==> src/rtl/baud_tick_gen_frac.sv <==
// rtl/baud_tick_gen_frac.sv - fractional-divisor TX/RX oversample tick generator

module baud_tick_chan #(
    parameter int DIV_INT_WIDTH  = 16,
    parameter int DIV_FRAC_WIDTH = 4,
    parameter int OVERSAMPLE     = 16,
    parameter int RESET_DIV_INT  = 27,
    parameter int RESET_DIV_FRAC = 2,
    localparam int SUB_WIDTH     = $clog2(OVERSAMPLE)
) (
    input  logic                      clk,
    input  logic                      reset,
    input  logic                      enable,
    input  logic                      resync,
    input  logic                      need_apply,
    input  logic [DIV_INT_WIDTH-1:0]  pend_int,
    input  logic [DIV_FRAC_WIDTH-1:0] pend_frac,
    output logic                      tick,
    output logic [SUB_WIDTH-1:0]      sub,
    output logic                      apply
);
    localparam logic [DIV_INT_WIDTH:0]   PER_ONE = 1;
    localparam logic [DIV_INT_WIDTH-1:0] CNT_ONE = 1;
    localparam logic [SUB_WIDTH-1:0]     SUB_ONE = 1;

    logic [DIV_INT_WIDTH-1:0]  cnt;
    logic [DIV_FRAC_WIDTH-1:0] acc;
    logic                      ext;
    logic [DIV_INT_WIDTH-1:0]  div_int;
    logic [DIV_FRAC_WIDTH-1:0] div_frac;
    logic [DIV_INT_WIDTH:0]    period;
    logic [DIV_FRAC_WIDTH:0]   acc_sum;
    logic                      at_end;

    // One extra bit so a maximal divisor plus the extend cycle cannot wrap.
    assign period  = {1'b0, div_int} + {{DIV_INT_WIDTH{1'b0}}, ext};
    assign at_end  = ({1'b0, cnt} + PER_ONE) == period;
    assign acc_sum = {1'b0, acc} + {1'b0, div_frac};
    assign tick    = enable && at_end && !resync && !reset;
    assign apply   = need_apply && (tick || !enable);

    always_ff @(posedge clk) begin
        if (reset) begin
            cnt      <= '0;
            acc      <= '0;
            ext      <= 1'b0;
            sub      <= '0;
            div_int  <= DIV_INT_WIDTH'(RESET_DIV_INT);
            div_frac <= DIV_FRAC_WIDTH'(RESET_DIV_FRAC);
        end else begin
            if (apply) begin
                div_int  <= pend_int;
                div_frac <= pend_frac;
            end
            if (resync) begin
                cnt <= '0;
                acc <= '0;
                ext <= 1'b0;
                sub <= '0;
            end else if (tick) begin
                cnt <= '0;
                {ext, acc} <= acc_sum;
                sub <= sub + SUB_ONE;
            end else if (enable) begin
                cnt <= cnt + CNT_ONE;
            end
        end
    end
endmodule

module baud_tick_gen_frac #(
    parameter int DIV_INT_WIDTH  = 16,
    parameter int DIV_FRAC_WIDTH = 4,
    parameter int OVERSAMPLE     = 16,
    parameter int RESET_DIV_INT  = 27,
    parameter int RESET_DIV_FRAC = 2
) (
    input  logic                      clk,
    input  logic                      reset,
    input  logic [DIV_INT_WIDTH-1:0]  cfg_div_int,
    input  logic [DIV_FRAC_WIDTH-1:0] cfg_div_frac,
    input  logic                      cfg_load,
    output logic                      cfg_err,
    output logic                      cfg_pending,
    input  logic                      tx_enable,
    input  logic                      rx_enable,
    input  logic                      rx_resync,
    output logic                      tx_tick,
    output logic                      rx_tick,
    output logic                      tx_bit_tick,
    output logic                      rx_sample
);
    localparam int SUB_WIDTH = $clog2(OVERSAMPLE);
    localparam logic [DIV_INT_WIDTH-1:0] MIN_DIV  = 2;
    localparam logic [SUB_WIDTH-1:0]     SUB_LAST = SUB_WIDTH'(OVERSAMPLE - 1);
    localparam logic [SUB_WIDTH-1:0]     SUB_MID  = SUB_WIDTH'(OVERSAMPLE / 2 - 1);

    logic [DIV_INT_WIDTH-1:0]  pend_int;
    logic [DIV_FRAC_WIDTH-1:0] pend_frac;
    logic                      tx_need;
    logic                      rx_need;
    logic                      tx_apply;
    logic                      rx_apply;
    logic [SUB_WIDTH-1:0]      tx_sub;
    logic [SUB_WIDTH-1:0]      rx_sub;
    logic                      load_ok;

    assign load_ok     = cfg_load && (cfg_div_int >= MIN_DIV);
    assign cfg_pending = tx_need || rx_need;

    // A load landing in the same cycle as an apply re-arms that channel.
    always_ff @(posedge clk) begin
        if (reset) begin
            pend_int  <= DIV_INT_WIDTH'(RESET_DIV_INT);
            pend_frac <= DIV_FRAC_WIDTH'(RESET_DIV_FRAC);
            tx_need   <= 1'b0;
            rx_need   <= 1'b0;
            cfg_err   <= 1'b0;
        end else begin
            cfg_err <= cfg_load && (cfg_div_int < MIN_DIV);
            if (load_ok) begin
                pend_int  <= cfg_div_int;
                pend_frac <= cfg_div_frac;
            end
            tx_need <= load_ok || (tx_need && !tx_apply);
            rx_need <= load_ok || (rx_need && !rx_apply);
        end
    end

    baud_tick_chan #(
        .DIV_INT_WIDTH (DIV_INT_WIDTH),
        .DIV_FRAC_WIDTH(DIV_FRAC_WIDTH),
        .OVERSAMPLE    (OVERSAMPLE),
        .RESET_DIV_INT (RESET_DIV_INT),
        .RESET_DIV_FRAC(RESET_DIV_FRAC)
    ) u_tx (
        .clk       (clk),
        .reset     (reset),
        .enable    (tx_enable),
        .resync    (1'b0),
        .need_apply(tx_need),
        .pend_int  (pend_int),
        .pend_frac (pend_frac),
        .tick      (tx_tick),
        .sub       (tx_sub),
        .apply     (tx_apply)
    );

    baud_tick_chan #(
        .DIV_INT_WIDTH (DIV_INT_WIDTH),
        .DIV_FRAC_WIDTH(DIV_FRAC_WIDTH),
        .OVERSAMPLE    (OVERSAMPLE),
        .RESET_DIV_INT (RESET_DIV_INT),
        .RESET_DIV_FRAC(RESET_DIV_FRAC)
    ) u_rx (
        .clk       (clk),
        .reset     (reset),
        .enable    (rx_enable),
        .resync    (rx_resync),
        .need_apply(rx_need),
        .pend_int  (pend_int),
        .pend_frac (pend_frac),
        .tick      (rx_tick),
        .sub       (rx_sub),
        .apply     (rx_apply)
    );

    assign tx_bit_tick = tx_tick && (tx_sub == SUB_LAST);
    assign rx_sample   = rx_tick && (rx_sub == SUB_MID);
endmodule

==> config.mk <==
export PLATFORM = sky130hd
export DESIGN_NAME = baud_tick_gen_frac
export DESIGN_NICKNAME = d
export VERILOG_FILES = /design/src/rtl/baud_tick_gen_frac.sv
export SDC_FILE = /design/constraint.sdc
export NUM_CORES = 1
export LEC_CHECK = 0
export BUFFER_PORTS_ARGS = -buffer_cell sky130_fd_sc_hd__buf_2
export CAP_MARGIN = 20
export CORE_MARGIN = 2
export CORE_UTILIZATION = 40
export CTS_CLUSTER_DIAMETER = 80
export DETAILED_ROUTE_END_ITERATION = 10
export PLACE_DENSITY_LB_ADDON = 0.25
export SKIP_CTS_REPAIR_TIMING = 1
export SLEW_MARGIN = 20
export SYNTH_ARGS = -nofsm -noshare
export SYNTH_HDL_FRONTEND = slang
export SYNTH_SLANG_ARGS = --single-unit
==> constraint.sdc <==
create_clock -name clk -period 5.1 [get_ports clk]
set_input_delay 1.275 -clock clk [delete_from_list [all_inputs] [get_ports clk]]
set_output_delay 1.275 -clock clk [all_outputs]
set_load 0.01 [all_outputs]
# Yosys cells after proc, flatten, opt, wreduce, memory -nomap -nowiden
# Index checks and enable logic that the tools add are counted.
# classes
add_sub_neg,10
magnitude_cmp,2
n_eq_ne,4
reduce_logical,27
# op_table
operator,n
$add 16x1->17,2
$add 16x1->17 const B,2
$eq 17x17->1,2
$add 16x1->16 const B,2
$ge 16x2->1 const B,1
$lt 16x2->1 const B,1
$logic_and 1x1->1,13
$add 4x4->5,2
$add 4x1->4 const B,2
$logic_not 1->1,6
$logic_or 1x1->1,5
$eq 4x3->1 const B,1
$eq 4x4->1 const B,1
$reduce_or 2->1,2
$reduce_or 3->1,1
# totals
reg_bits,113
inputBits,26
out_inout_bits,6
word_cells,60

# Logic depth before layout (Yosys ltp)
# Gate-level depths: netlist (run 1).
# depth
ltp_word,10
depth_mapped,12
ltp_nobuf,10

# Modules after synthesis
# From an unflattened synthesis (run 1), not the netlist that was laid out.
# hier_totals
hier_cells,784
area_unflattened_um2,6772.7
# modules_own_cells
module,n_inst,cells_per_inst,area_each_um2
baud_tick_chan (u_rx),1,354,2852.7
baud_tick_chan (u_tx),1,322,2842.7
baud_tick_gen_frac,1,108,1077.3

# Worst setup path before layout (run 1)
# No wires, ideal clock.
# synth_path
kind,in2out
start,input port reset
end,output port rx_sample
arrival_time_ps,2768
required_time_ps,3825
setup_slack_ps,1057
stages,7
cell_sequence,clkbuf_1 > nor2_1 > nand4_1 > nor2_1 > nand4_1 > a2111oi_4 > and4b_1
# synth_via
elab_chain_len,3
# synth_rtl
item,line_no,source
from (decl),79,"input logic reset,"
$logic_not 1->1,39,assign tick = enable && at_end && !resync && !reset;
$logic_and 1x1->1,39,
net rx_tick,89,"output logic rx_tick,"
$logic_and 1x1->1,169,assign rx_sample = rx_tick && (rx_sub == SUB_MID);
to (decl),91,output logic rx_sample
# The timed path passes the listed nets, and every way through them passes these cells.

# Final worst setup path (run 1)
# layout_path
start,register u_rx.ext
end,output port rx_sample
# layout_via
elab_chain_len,6
# layout_rtl
item,line_no,source
from (decl),28,logic ext;
from (signal assigned),62,"{ext, acc} <= acc_sum;"
$add 16x1->17,36,"assign period = {1'b0, div_int} + {{DIV_INT_WIDTH{1'b0}}, ext};"
$eq 17x17->1,37,"assign at_end = ({1'b0, cnt} + PER_ONE) == period;"
$logic_and 1x1->1 (3 in series),39,
$logic_and 1x1->1,169,
# Every way passes these cells.

==> results of run 1 <==
[power by group]
part,switching [mW],internal (mW)
Clock,0.406,0.674
Sequential,0.0182,0.902
Combinational,0.0671,0.0440
[final cells by class]
cell class / instances / share of cell area [%]
Multi-Input combinational cell: 570 / 53.6
Tap cell: 211 / 3.70
Timing Repair Buffer: 35 / 2.60
Clock inverter: 11 / 1.26
Clock buffer: 21 / 6.31
Sequential cell: 113 / 31.7
Inverter: 16 / 0.842
[critical path: stages (launching register included)]
cell       delay, ns
dfxtp_1         0.36
ha_1            0.19
ha_1            0.21
inv_1           0.11
nor2_1          0.27
xnor3_1         0.40
a211oi_1        0.24
nand4_1         0.17
a2111oi_4       0.57
and4b_1         0.25
buf_2           0.12
[path summary, 6_finish.rpt]
| check | from | endpoint | slack [ns] | cells past startpoint |
|---|---|---|---|---|
| max | u_rx.ext$_SDFFE_PP0P_ | rx_sample | 0.51 | 10 |
| min | pend_int[10]$_SDFFE_PP0P_ | pend_int[10]$_SDFFE_PP0P_ | 0.46 | 2 |
| min reg2reg | pend_int[10]$_SDFFE_PP0P_ | pend_int[10]$_SDFFE_PP0P_ | 0.46 | 2 |
| max reg2reg | u_tx.cnt[0]$_SDFFE_PP0P_ | u_tx.cnt[14]$_SDFFE_PP0P_ | 1.44 | 9 |
[kinds of logic after synthesis]
logic type / Yosys count
simple gates: 336
fa+ha+maj: 20
compound gates: 56
buf+inv: 51
mux: 44
xor+xnor: 114
flops: 113
[synth_stat cells (all sizes together), types with 3 or more instances]
cell type	number	area share [%]
a21o	5	0.59
a21oi	21	1.7
and2	6	0.59
and3	13	1.3
and4	7	0.97
buf	15	1.6
clkbuf	20	1.2
dfxtp	113	36
ha	18	3.6
inv	16	0.95
mux2i	43	6.8
nand2	82	4.9
nand3	53	4.3
nand4	27	2.8
nor2	87	5.2
nor2b	4	0.40
nor3	26	2.1
nor3b	3	0.36
nor4	10	1.1
o21ai	17	1.3
or3	4	0.40
or4	5	0.65
xnor2	70	9.7
xnor3	6	2.1
xor2	38	5.3
[sequential cells by signal (all words and copies together) (netlist names)]
register,count
rx_need,1
u_rx.div_frac,4
u_tx.sub,4
u_rx.sub,4
u_rx.acc,4
u_tx.cnt,16
u_tx.acc,4
u_rx.cnt,16
tx_need,1
u_rx.div_int,16
pend_frac,4
u_tx.div_frac,4
u_tx.div_int,16
u_rx.ext,1
u_tx.ext,1
cfg_err,1
pend_int,16
[metrics by stage]
step	instance area, um2	worst slack, ns	hold slack, ns	cells	util (%)
final	7130	0.514	0.457	977	46.6
after global placement	6590	0.890	0.445	945	43.1
after detailed placement	6590	0.794	0.453	945	43.1
after floorplan	6310	1.06	0.437	734	-
after global routing	7130	0.224	0.483	977	46.6
after CTS	7130	0.482	0.460	977	46.6
[per-layer routing]
layer,vias up,track usage (%)
met2,87,29.7
met4,0,7.08
li1,2585,-
met1,2401,24.3
met3,11,4.17
met5,-,0
==> summary.json, run 1 <==
{
  "outcome": "completed",
  "detailroute.wirelength.met3_um": 640,
  "post_synth.cell_area_avg_um2": 8.60,
  "worst_case_clock_skew_ns": 0.0109,
  "grt_start_max_net_pins": 54,
  "layout_worst_path_cycle_share_pct": 89.9,
  "routed_wire_length_um": 14300,
  "synthArstFlopShare_pct": 0,
  "critPathKind": "flop to output port",
  "routed.top_layer": "met4",
  "synth_sequential_area_ratio_pct": 35.8,
  "drive_gt1_share_pct": 9.92,
  "vias": 5084,
  "root_buffer": "clkbuf_16",
  "remaining_overflow_grt": 0,
  "grt_pass1_vias": 4959,
  "num-nets-final": 799,
  "place.gp.congestion": 0.954,
  "tritoncts": "done",
  "synth_nets": 780,
  "m1WireLength_um": 6830,
  "synthesis.instances": 734,
  "synth.yosys.warnings": 0,
  "drt_pass1_iterations": 4,
  "synth_top_flop_cell": "dfxtp_1",
  "number_of_different_library_cells_in_the_post_synthesis_netlist": 51,
  "numClockSinks": 113,
  "met2RoutedLength_um": 6700,
  "drc": 0,
  "synthSimpleGateAreaFrac_pct": 26.0,
  "place_hpwl_um": 10600,
  "mostFrequentLayoutCells": "113 x dfxtp_1, 87 x nor2_1, 82 x nand2_1",
  "power_per_cell_area_mw_per_mm2": 296,
  "multi_input_area_mm2": 0.00382,
  "cell_area_after_synthesis_mm2": 0.00631,
  "synth-xor-area-share_pct": 17.1,
  "tritoncts.num_buffers": 17,
  "final-setup-viol-count": 0,
  "largest_family_of_logic_cells_by_synthesized_area": "simple AND/OR/NAND/NOR gates",
  "ioPinCount": 32,
  "route.detailed.vias_per_inst": 5.20,
  "number_of_flip_flops_and_latches_in_the_synthesized_netlist": 113,
  "start_util_pct": 41.2,
  "die-area_mm2": 0.0168,
  "core_mm2": 0.0153,
  "final_common_cell": "dfxtp_1",
  "clock_latency_ns": 0.42,
  "worst_vdd_drop_v": 0.000219,
  "compound_cell_area_share_of_the_yosys_netlist_pct": 6.06,
  "post-route-min-period_ns": 4.59,
  "post_synth_fa_ha_maj_area_fraction_pct": 4.20,
  "maximum_clock_frequency_ghz": 0.218,
  "cts.reportedPaths.clkPinSlew_ns": 0.05,
  "routed_wire_length_per_instance_um": 14.7,
  "ant_nets": 0,
  "worst_setup_path_start_kind": "flop",
  "dr.first_iter.drc_count": 288,
  "cts.path.max_buffers": 2,
  "worstSetupEndpointType": "output port",
  "grt_antenna_before_repair": 0,
  "row_count": 45,
  "slew_at_the_pin_closest_to_its_max_slew_limit_ns": 1.02,
  "arrival_ns": 3.31,
  "grt_setup_unrepaired": "false",
  "seq_area_mm2": 0.00226,
  "finalSetupTns_ns": 0,
  "dieWidth_um": 130,
  "worst-endpoint-required_ns": 3.83,
  "post_layout_total_power_mw": 2.11,
  "grt_pass1_wl_um": 24300,
  "timing.final.hold_violations": 0,
  "n_fill_cell": 1548,
  "min_path_type": "flop to flop",
  "die_h_um": 130,
  "synth_mux_area_share_pct": 6.99,
  "maxSlewHeadroom_pct": 32.0,
  "static-leakage-power_nw": 2.69,
  "antenna-diode-count": 0,
  "finalMaxSlewViolations": 0,
  "cts-htree-levels": 4,
  "edff_count_synth": 0,
  "buffer_ports.inserted": 31,
  "max_cap_viol_count": 0,
  "crit_fanout": 6,
  "areaGrowthSynthToFinish_pct": 13.0,
  "track_usage_pct": 18.5
}
No activity file was read; power rests on OpenSTA's default activity.
==> run 2, diff against run 1 <==
--- a/config.mk
+++ b/config.mk
@@ -6,7 +6,6 @@
 export NUM_CORES = 1
 export LEC_CHECK = 0
 export BUFFER_PORTS_ARGS = -buffer_cell sky130_fd_sc_hd__buf_2
-export CAP_MARGIN = 20
 export CORE_MARGIN = 2
 export CORE_UTILIZATION = 40
 export CTS_CLUSTER_DIAMETER = 80
==> constraint.sdc (replaced) <==
create_clock -name clk -period 4.8 [get_ports clk]
set_input_delay 1.2 -clock clk [delete_from_list [all_inputs] [get_ports clk]]
set_output_delay 1.2 -clock clk [all_outputs]
set_load 0.01 [all_outputs]
==> run 2 against run 1 <==
  * Non-clock buffer count up 3
  * Utilization increased by 0.88 points
  * Cell area is 1.9% higher
  * Highest routed layer unchanged
  * Critical path type unchanged
==> summary.json, run 2 (synthesis results as in run 1) <==
{
  "power_per_cell_area": {"value": 340, "unit": "mW/mm2", "change": "+15%"},
  "holdPathStages": {"value": 2, "change": "unchanged"},
  "outcome": "completed",
  "numClockSinks": {"value": 113, "change": "unchanged"},
  "finalWorstSetupSlack": {"value": 0.345, "unit": "ns", "change": "-0.169 ns"},
  "vias": {"value": 5099, "change": "+0.30%"},
  "ff2ff_setup_slack": {"value": 1.09, "unit": "ns", "change": "-0.35 ns"},
  "buffer_ports.inserted": {"value": 31, "change": "unchanged"},
  "ioPinCount": {"value": 32, "change": "unchanged"},
  "static-leakage-power": {"value": 2.76, "unit": "nW", "change": "+2.6%"},
  "worst_setup_path_start_kind": "flop",
  "maximum_clock_frequency_ghz": 0.224,
  "maxSlewHeadroom": {"value": 34.2, "unit": "%", "change": "+2.2 points"},
  "ant_nets": {"value": 0, "change": "unchanged"},
  "die_h": {"value": 130, "unit": "um", "change": "unchanged"},
  "row_count": {"value": 45, "change": "unchanged"},
  "root_buffer": "clkbuf_16",
  "route.detailed.vias_per_inst": {"value": 5.20, "change": "-0.11%"},
  "path_depth": {"value": 9, "change": "-1"},
  "cts.path.max_buffers": {"value": 2, "change": "unchanged"},
  "layout.cells.non_filler": {"value": 981, "change": "+0.41%"},
  "track_usage": {"value": 18.5, "unit": "%", "change": "about the same"},
  "drive_gt1_share": {"value": 10.4, "unit": "%", "change": "+0.48 points"},
  "final_common_cell": "dfxtp_1",
  "postLayoutCellArea": {"value": 0.00727, "unit": "mm2", "change": "+1.9%"},
  "critPathKind": "flop to output port",
  "core": {"value": 0.0153, "unit": "mm2", "change": "unchanged"},
  "worst_path_dominant_cell_family": "simple AND/OR/NAND/NOR gates",
  "worst_case_clock_skew": {"value": 0.0100, "unit": "ns", "change": "-0.000867 ns"},
  "post-route-min-period_ns": 4.45,
  "min_path_type": "flop to flop",
  "tritoncts.num_buffers": {"value": 17, "change": "unchanged"},
  "start_util": {"value": 41.2, "unit": "%", "change": "unchanged"},
  "drt_pass1_iterations": {"value": 4, "change": "unchanged"},
  "slew_at_the_pin_closest_to_its_max_slew_limit": {"value": 0.985, "unit": "ns", "change": "-0.0322 ns"},
  "worstSetupEndpointType": "output port",
  "n_fill_cell": {"value": 1504, "change": "-2.8%"},
  "grt_pass1_vias": {"value": 4935, "change": "-0.48%"},
  "clock_latency": {"value": 0.42, "unit": "ns", "change": "about the same"},
  "remaining_overflow_grt": {"value": 0, "change": "unchanged"},
  "arrival": {"value": 3.25, "unit": "ns", "change": "-0.06 ns"},
  "worst_vdd_drop": {"value": 0.000233, "unit": "V", "change": "+6.1%"},
  "grt_antenna_before_repair": {"value": 1, "change": "+1"},
  "dieWidth": {"value": 130, "unit": "um", "change": "unchanged"},
  "cts.reportedPaths.clkPinSlew": {"value": 0.06, "unit": "ns", "change": "about the same"},
  "dp_slack": {"value": 0.785, "unit": "ns", "change": "-0.00817 ns"},
  "routed_wire_length": {"value": 14500, "unit": "um", "change": "+0.90%"},
  "place_hpwl": {"value": 10700, "unit": "um", "change": "+0.90%"},
  "place.gp.congestion": {"value": 0.949, "change": "-0.55%"},
  "mostFrequentLayoutCells": "113 x dfxtp_1, 87 x nor2_1, 82 x nand2_1",
  "crit_path_top_delay_cell": "nor4b_1",
  "crit_fanout": {"value": 8, "change": "+2"},
  "timing.final.hold_violations": {"value": 0, "change": "unchanged"},
  "num-nets-final": {"value": 802, "change": "+0.38%"},
  "grt_setup_unrepaired": "false",
  "crit_path_cell_trace": "nand4_1 -> nor4_1 -> xor2_1 -> nor4b_1 -> o41ai_4 -> a2111oi_4 -> buf_4 -> and4b_1 -> buf_2",
  "finalMaxSlewViolations": {"value": 0, "change": "unchanged"},
  "tritoncts": "done",
  "max_stage_delay": {"value": 0.55, "unit": "ns", "change": "-0.02 ns"},
  "post_layout_total_power": {"value": 2.47, "unit": "mW", "change": "+17%"},
  "drc": {"value": 0, "change": "unchanged"},
  "areaGrowthSynthToFinish_pct": 15.1,
  "worst-endpoint-required": {"value": 3.60, "unit": "ns", "change": "-0.23 ns"},
  "die-area": {"value": 0.0168, "unit": "mm2", "change": "unchanged"},
  "crit_buf_inv": {"value": 2, "change": "unchanged"},
  "routed_wire_length_per_instance": {"value": 14.8, "unit": "um", "change": "+0.49%"},
  "dr.first_iter.drc_count": {"value": 301, "change": "+4.5%"},
  "place_inst": {"value": 948, "change": "+0.32%"},
  "layout_worst_path_cycle_share_pct": 92.8,
  "max_cap_viol_count": {"value": 0, "change": "unchanged"},
  "final-setup-viol-count": {"value": 0, "change": "unchanged"},
  "finalSetupTns": {"value": 0, "unit": "ns", "change": "unchanged"},
  "dpl-instance-area": {"value": 0.00662, "unit": "mm2", "change": "+0.34%"},
  "grt_start_max_net_pins": {"value": 54, "change": "unchanged"},
  "reg2regPathDepth": {"value": 9, "change": "unchanged"},
  "grt_pass1_wl": {"value": 24300, "unit": "um", "change": "about the same"},
  "cts-htree-levels": {"value": 4, "change": "unchanged"}
}
-- run 2: worst paths after layout --
check | from | to
worst max-delay path | u_rx.cnt[7]$_SDFFE_PP0P_ | rx_sample
worst min-delay path | pend_int[12]$_SDFFE_PP0P_ | pend_int[12]$_SDFFE_PP0P_
worst min register to register | pend_int[12]$_SDFFE_PP0P_ | pend_int[12]$_SDFFE_PP0P_
worst max register to register | u_tx.cnt[0]$_SDFFE_PP0P_ | u_tx.cnt[10]$_SDFFE_PP0P_
-- run 2: worst reg2reg max path, stage by stage (launching register included) --
cell	delay (ns)
dfxtp_1	0.46
ha_1	0.29
nand3_1	0.17
or3_1	0.39
and3_1	0.21
nor3_1	0.20
nor4bb_1	0.47
nand4_1	0.59
nand2_1	0.67
nor2_1	0.12
-- run 2: layout make-up --
cell class	count	area [um2]	area share (%)
timing repair buffer	38	208	2.86
antenna	1	2.50	0.0344
inverter	16	60.1	0.826
sequential	113	2260	31.1
clock inverter	8	149	2.05
clock buffer	24	502	6.90
multi-input combinational	570	3820	52.6
tap	211	264	3.63
-- run 2: where the power goes --
group	internal [mW]	switching, mW	total [mW]
Sequential	0.959	0.0190	0.978
Combinational	0.0478	0.0726	0.120
Clock	0.937	0.434	1.37
Total	1.94	0.525	2.47
-- run 2: per-layer routing --
metal  share of wire (%)  vias up  track usage [%]
met5                   0        -                0
met4                 2.0        0             8.73
met3                 4.8       18             3.72
met2                  46       94             28.9
met1                  48     2406             24.5
li1                    -     2581                -
-- run 2: stage by stage --
step                util, %  hold slack, ns
finish                 47.5           0.461
global placement       43.2           0.445
floorplan                 -           0.437
CTS                    47.5           0.463
detailed placement     43.2           0.453
global route           47.5           0.481
==> run 3, diff against run 2 <==
--- a/config.mk
+++ b/config.mk
@@ -10,7 +10,7 @@
 export CORE_UTILIZATION = 40
 export CTS_CLUSTER_DIAMETER = 80
 export DETAILED_ROUTE_END_ITERATION = 10
-export PLACE_DENSITY_LB_ADDON = 0.25
+export PLACE_DENSITY = 0.66
 export SKIP_CTS_REPAIR_TIMING = 1
 export SLEW_MARGIN = 20
 export SYNTH_ARGS = -nofsm -noshare
==> run 3 against run 2 <==
  * Total power shrank 3.3%
  * Non-clock buffer count unchanged
  * Routed wire length shrank 0.68%
  * Clock power shrank 6%
  * Global-route usage decreased by 0.42 points
  * Cell area fell by 0.60%
  * Register-to-register slack improved by 0.15 ns
  * Critical path depth unchanged
  * Utilization down 0.29 points
==> summary.json, run 3 (synthesis results as in run 1) <==
{
  "cts.reportedPaths.clkPinSlew": {"value": 0.05, "unit": "ns", "change": "about the same"},
  "max_cap_viol_count": {"value": 0, "change": "unchanged"},
  "crit_path_start": "u_rx.cnt[7]$_SDFFE_PP0P_",
  "remaining_overflow_grt": {"value": 0, "change": "unchanged"},
  "core": {"value": 0.0153, "unit": "mm2", "change": "unchanged"},
  "ff2ff_setup_slack": {"value": 1.24, "unit": "ns", "change": "+0.15 ns"},
  "drive_gt1_share": {"value": 10.4, "unit": "%", "change": "unchanged"},
  "intPower": {"value": 1.86, "unit": "mW", "change": "-4.4%"},
  "clock_latency": {"value": 0.41, "unit": "ns", "change": "about the same"},
  "grt_pass1_vias": {"value": 4827, "change": "-2.2%"},
  "switchingPower": {"value": 0.529, "unit": "mW", "change": "+0.66%"},
  "crit_fanout": {"value": 8, "change": "unchanged"},
  "global_route.usage.met3": {"value": 3.67, "unit": "%", "change": "-0.041 points"},
  "post_layout_total_power": {"value": 2.39, "unit": "mW", "change": "-3.3%"},
  "cts-htree-levels": {"value": 4, "change": "unchanged"},
  "dr.first_iter.drc_count": {"value": 310, "change": "+3.0%"},
  "vias": {"value": 5137, "change": "+0.75%"},
  "outcome": "completed",
  "power.share.combinational": {"value": 5.0, "unit": "%", "change": "about the same"},
  "static-leakage-power": {"value": 2.74, "unit": "nW", "change": "-0.78%"},
  "use_met2": {"value": 28.1, "unit": "%", "change": "-0.80 points"},
  "worst_setup_path_start_kind": "flop",
  "critical_path.endpoint": "rx_sample",
  "ant_nets": {"value": 0, "change": "unchanged"},
  "post-route-min-period": {"value": 4.44, "unit": "ns", "change": "-0.0123 ns"},
  "clock_power_share": {"value": 54.0, "unit": "%", "change": "-1.5 points"},
  "final-setup-viol-count": {"value": 0, "change": "unchanged"},
  "finalWorstSetupSlack": {"value": 0.358, "unit": "ns", "change": "+0.0123 ns"},
  "gr-usage-met1": {"value": 24.1, "unit": "%", "change": "-0.41 points"},
  "arrival": {"value": 3.24, "unit": "ns", "change": "about the same"},
  "worst_r2r_endpoint": "u_tx.sub[3]$_SDFFE_PP0P_",
  "mostFrequentLayoutCells": "113 x dfxtp_1, 87 x nor2_1, 82 x nand2_1",
  "tritoncts": "done",
  "drc": {"value": 0, "change": "unchanged"},
  "final_core_utilization": {"value": 47.2, "unit": "%", "change": "-0.29 points"},
  "root_buffer": "clkbuf_16",
  "hp-start": "pend_int[14]$_SDFFE_PP0P_",
  "final_common_cell": "dfxtp_1",
  "r2r-start": "u_tx.cnt[0]$_SDFFE_PP0P_",
  "place.gp.congestion": {"value": 0.868, "change": "-8.5%"},
  "routed_wire_length_per_instance": {"value": 14.7, "unit": "um", "change": "-0.68%"},
  "crit_path_cell_trace": "nand4_1 -> nor4_1 -> xor2_1 -> nor4b_1 -> o41ai_4 -> a2111oi_4 -> buf_4 -> and4b_1 -> buf_2",
  "grt-busiest-layer": "met2",
  "die-area": {"value": 0.0168, "unit": "mm2", "change": "unchanged"},
  "timing.final.hold_violations": {"value": 0, "change": "unchanged"},
  "worst_vdd_drop": {"value": 0.000185, "unit": "V", "change": "-20%"},
  "worst-endpoint-required": {"value": 3.60, "unit": "ns", "change": "about the same"},
  "grt_pass1_wl": {"value": 24000, "unit": "um", "change": "-1.5%"},
  "place_hpwl": {"value": 10300, "unit": "um", "change": "-4.4%"},
  "crit_path_top_delay_cell": "nor4b_1",
  "dp_slack": {"value": 0.764, "unit": "ns", "change": "-0.0211 ns"},
  "layout_worst_path_cycle_share": {"value": 92.6, "unit": "%", "change": "-0.26 points"},
  "dieWidth": {"value": 130, "unit": "um", "change": "unchanged"},
  "num-nets-final": {"value": 802, "change": "unchanged"},
  "finalMaxSlewViolations": {"value": 0, "change": "unchanged"},
  "maximum_clock_frequency": {"value": 0.225, "unit": "GHz", "change": "+0.28%"},
  "areaGrowthSynthToFinish_pct": 14.4,
  "routed_wire_length": {"value": 14400, "unit": "um", "change": "-0.68%"},
  "numClockSinks": {"value": 113, "change": "unchanged"},
  "grt_setup_unrepaired": "false",
  "max_stage_delay": {"value": 0.52, "unit": "ns", "change": "-0.03 ns"},
  "row_count": {"value": 45, "change": "unchanged"},
  "maxSlewHeadroom": {"value": 33.7, "unit": "%", "change": "-0.48 points"},
  "layout.cells.non_filler": {"value": 981, "change": "unchanged"},
  "slew_at_the_pin_closest_to_its_max_slew_limit": {"value": 0.992, "unit": "ns", "change": "+0.00719 ns"},
  "track_usage": {"value": 18.1, "unit": "%", "change": "-0.42 points"},
  "worstSetupEndpointType": "output port",
  "drt_pass1_iterations": {"value": 5, "change": "+1"},
  "p_sw_share": {"value": 22.2, "unit": "%", "change": "+0.88 points"},
  "power_per_cell_area": {"value": 330, "unit": "mW/mm2", "change": "-2.7%"},
  "power_frac_seq": {"value": 41.0, "unit": "%", "change": "+1.4 points"},
  "finalSetupTns": {"value": 0, "unit": "ns", "change": "unchanged"},
  "start_util": {"value": 41.2, "unit": "%", "change": "unchanged"},
  "reg2regPathDepth": {"value": 10, "change": "+1"},
  "critPathKind": "flop to output port",
  "buffer_ports.inserted": {"value": 31, "change": "unchanged"},
  "min_path_type": "flop to flop",
  "worst_case_clock_skew": {"value": 0.00784, "unit": "ns", "change": "-0.00220 ns"},
  "place_inst": {"value": 948, "change": "unchanged"},
  "route.detailed.vias_per_inst": {"value": 5.24, "change": "+0.75%"},
  "holdPathStages": {"value": 2, "change": "unchanged"},
  "grt_antenna_before_repair": {"value": 1, "change": "unchanged"},
  "die_h": {"value": 130, "unit": "um", "change": "unchanged"},
  "ioPinCount": {"value": 32, "change": "unchanged"},
  "tritoncts.num_buffers": {"value": 17, "change": "unchanged"},
  "grt_start_max_net_pins": {"value": 54, "change": "unchanged"},
  "cts.path.max_buffers": {"value": 2, "change": "unchanged"}
}
-- run 3: changes by cell type in the layout (fill, tap and decap cells not counted), sizes merged --
cell      before  now
clkinvlp       2    3
clkbuf        24   22
clkinv         2    4
bufinv         4    3
-- run 3: power by group through the flow --
stage                     Combinational [mW]  Clock [mW]  Sequential, mW
after floorplan                       0.0894           0           0.991
after global placement                 0.118           0           0.997
after detailed placement               0.119           0           0.998
after CTS                              0.120        1.31           0.978
after global routing                   0.133        1.35           0.981
final                                  0.119        1.29           0.979
-- run 3: cell type report --
| class | count | area, um2 |
|---|---|---|
| clock inverters | 10 | 133 |
| multi-input cells | 570 | 3820 |
| fillers | 1522 | 8090 |
| inverters | 16 | 60.1 |
| diodes | 1 | 2.50 |
| repair buffers | 38 | 208 |
| clock buffers | 22 | 474 |
| well taps | 211 | 264 |
| flip-flops and latches | 113 | 2260 |
-- run 3: routing by layer --
metal | wire [um] | part of all wire, %
met1 | 6830 | 48
met2 | 6540 | 46
met3 | 667 | 4.6
met4 | 331 | 2.3
met5 | 0 | 0
-- run 3: stage by stage --
step | cell area, um2 | hold slack (ns)
global route | 7230 | 0.485
global placement | 6620 | 0.443
finish | 7230 | 0.455
CTS | 7220 | 0.457
detailed placement | 6620 | 0.449
floorplan | 6310 | 0.437
-- run 3: critical path, delay by kind of cell (launching register included) --
| kind | cells | cell delay (ns) |
|---|---|---|
| AND/OR/NAND/NOR | 4 | 1.34 |
| AO/OA/AOI/OAI | 2 | 0.50 |
| flip-flops | 1 | 0.47 |
| buffers and inverters | 2 | 0.32 |
| XOR/XNOR | 1 | 0.20 |
-- run 3: worst min path at each step --
stage,to,slack (ns)
finish,pend_int[14]$_SDFFE_PP0P_,0.46
global route,pend_int[14]$_SDFFE_PP0P_,0.49
CTS,pend_int[14]$_SDFFE_PP0P_,0.46
detailed placement,pend_int[14]$_SDFFE_PP0P_,0.45
global placement,pend_int[6]$_SDFFE_PP0P_,0.44
floorplan,pend_int[10]$_SDFFE_PP0P_,0.44
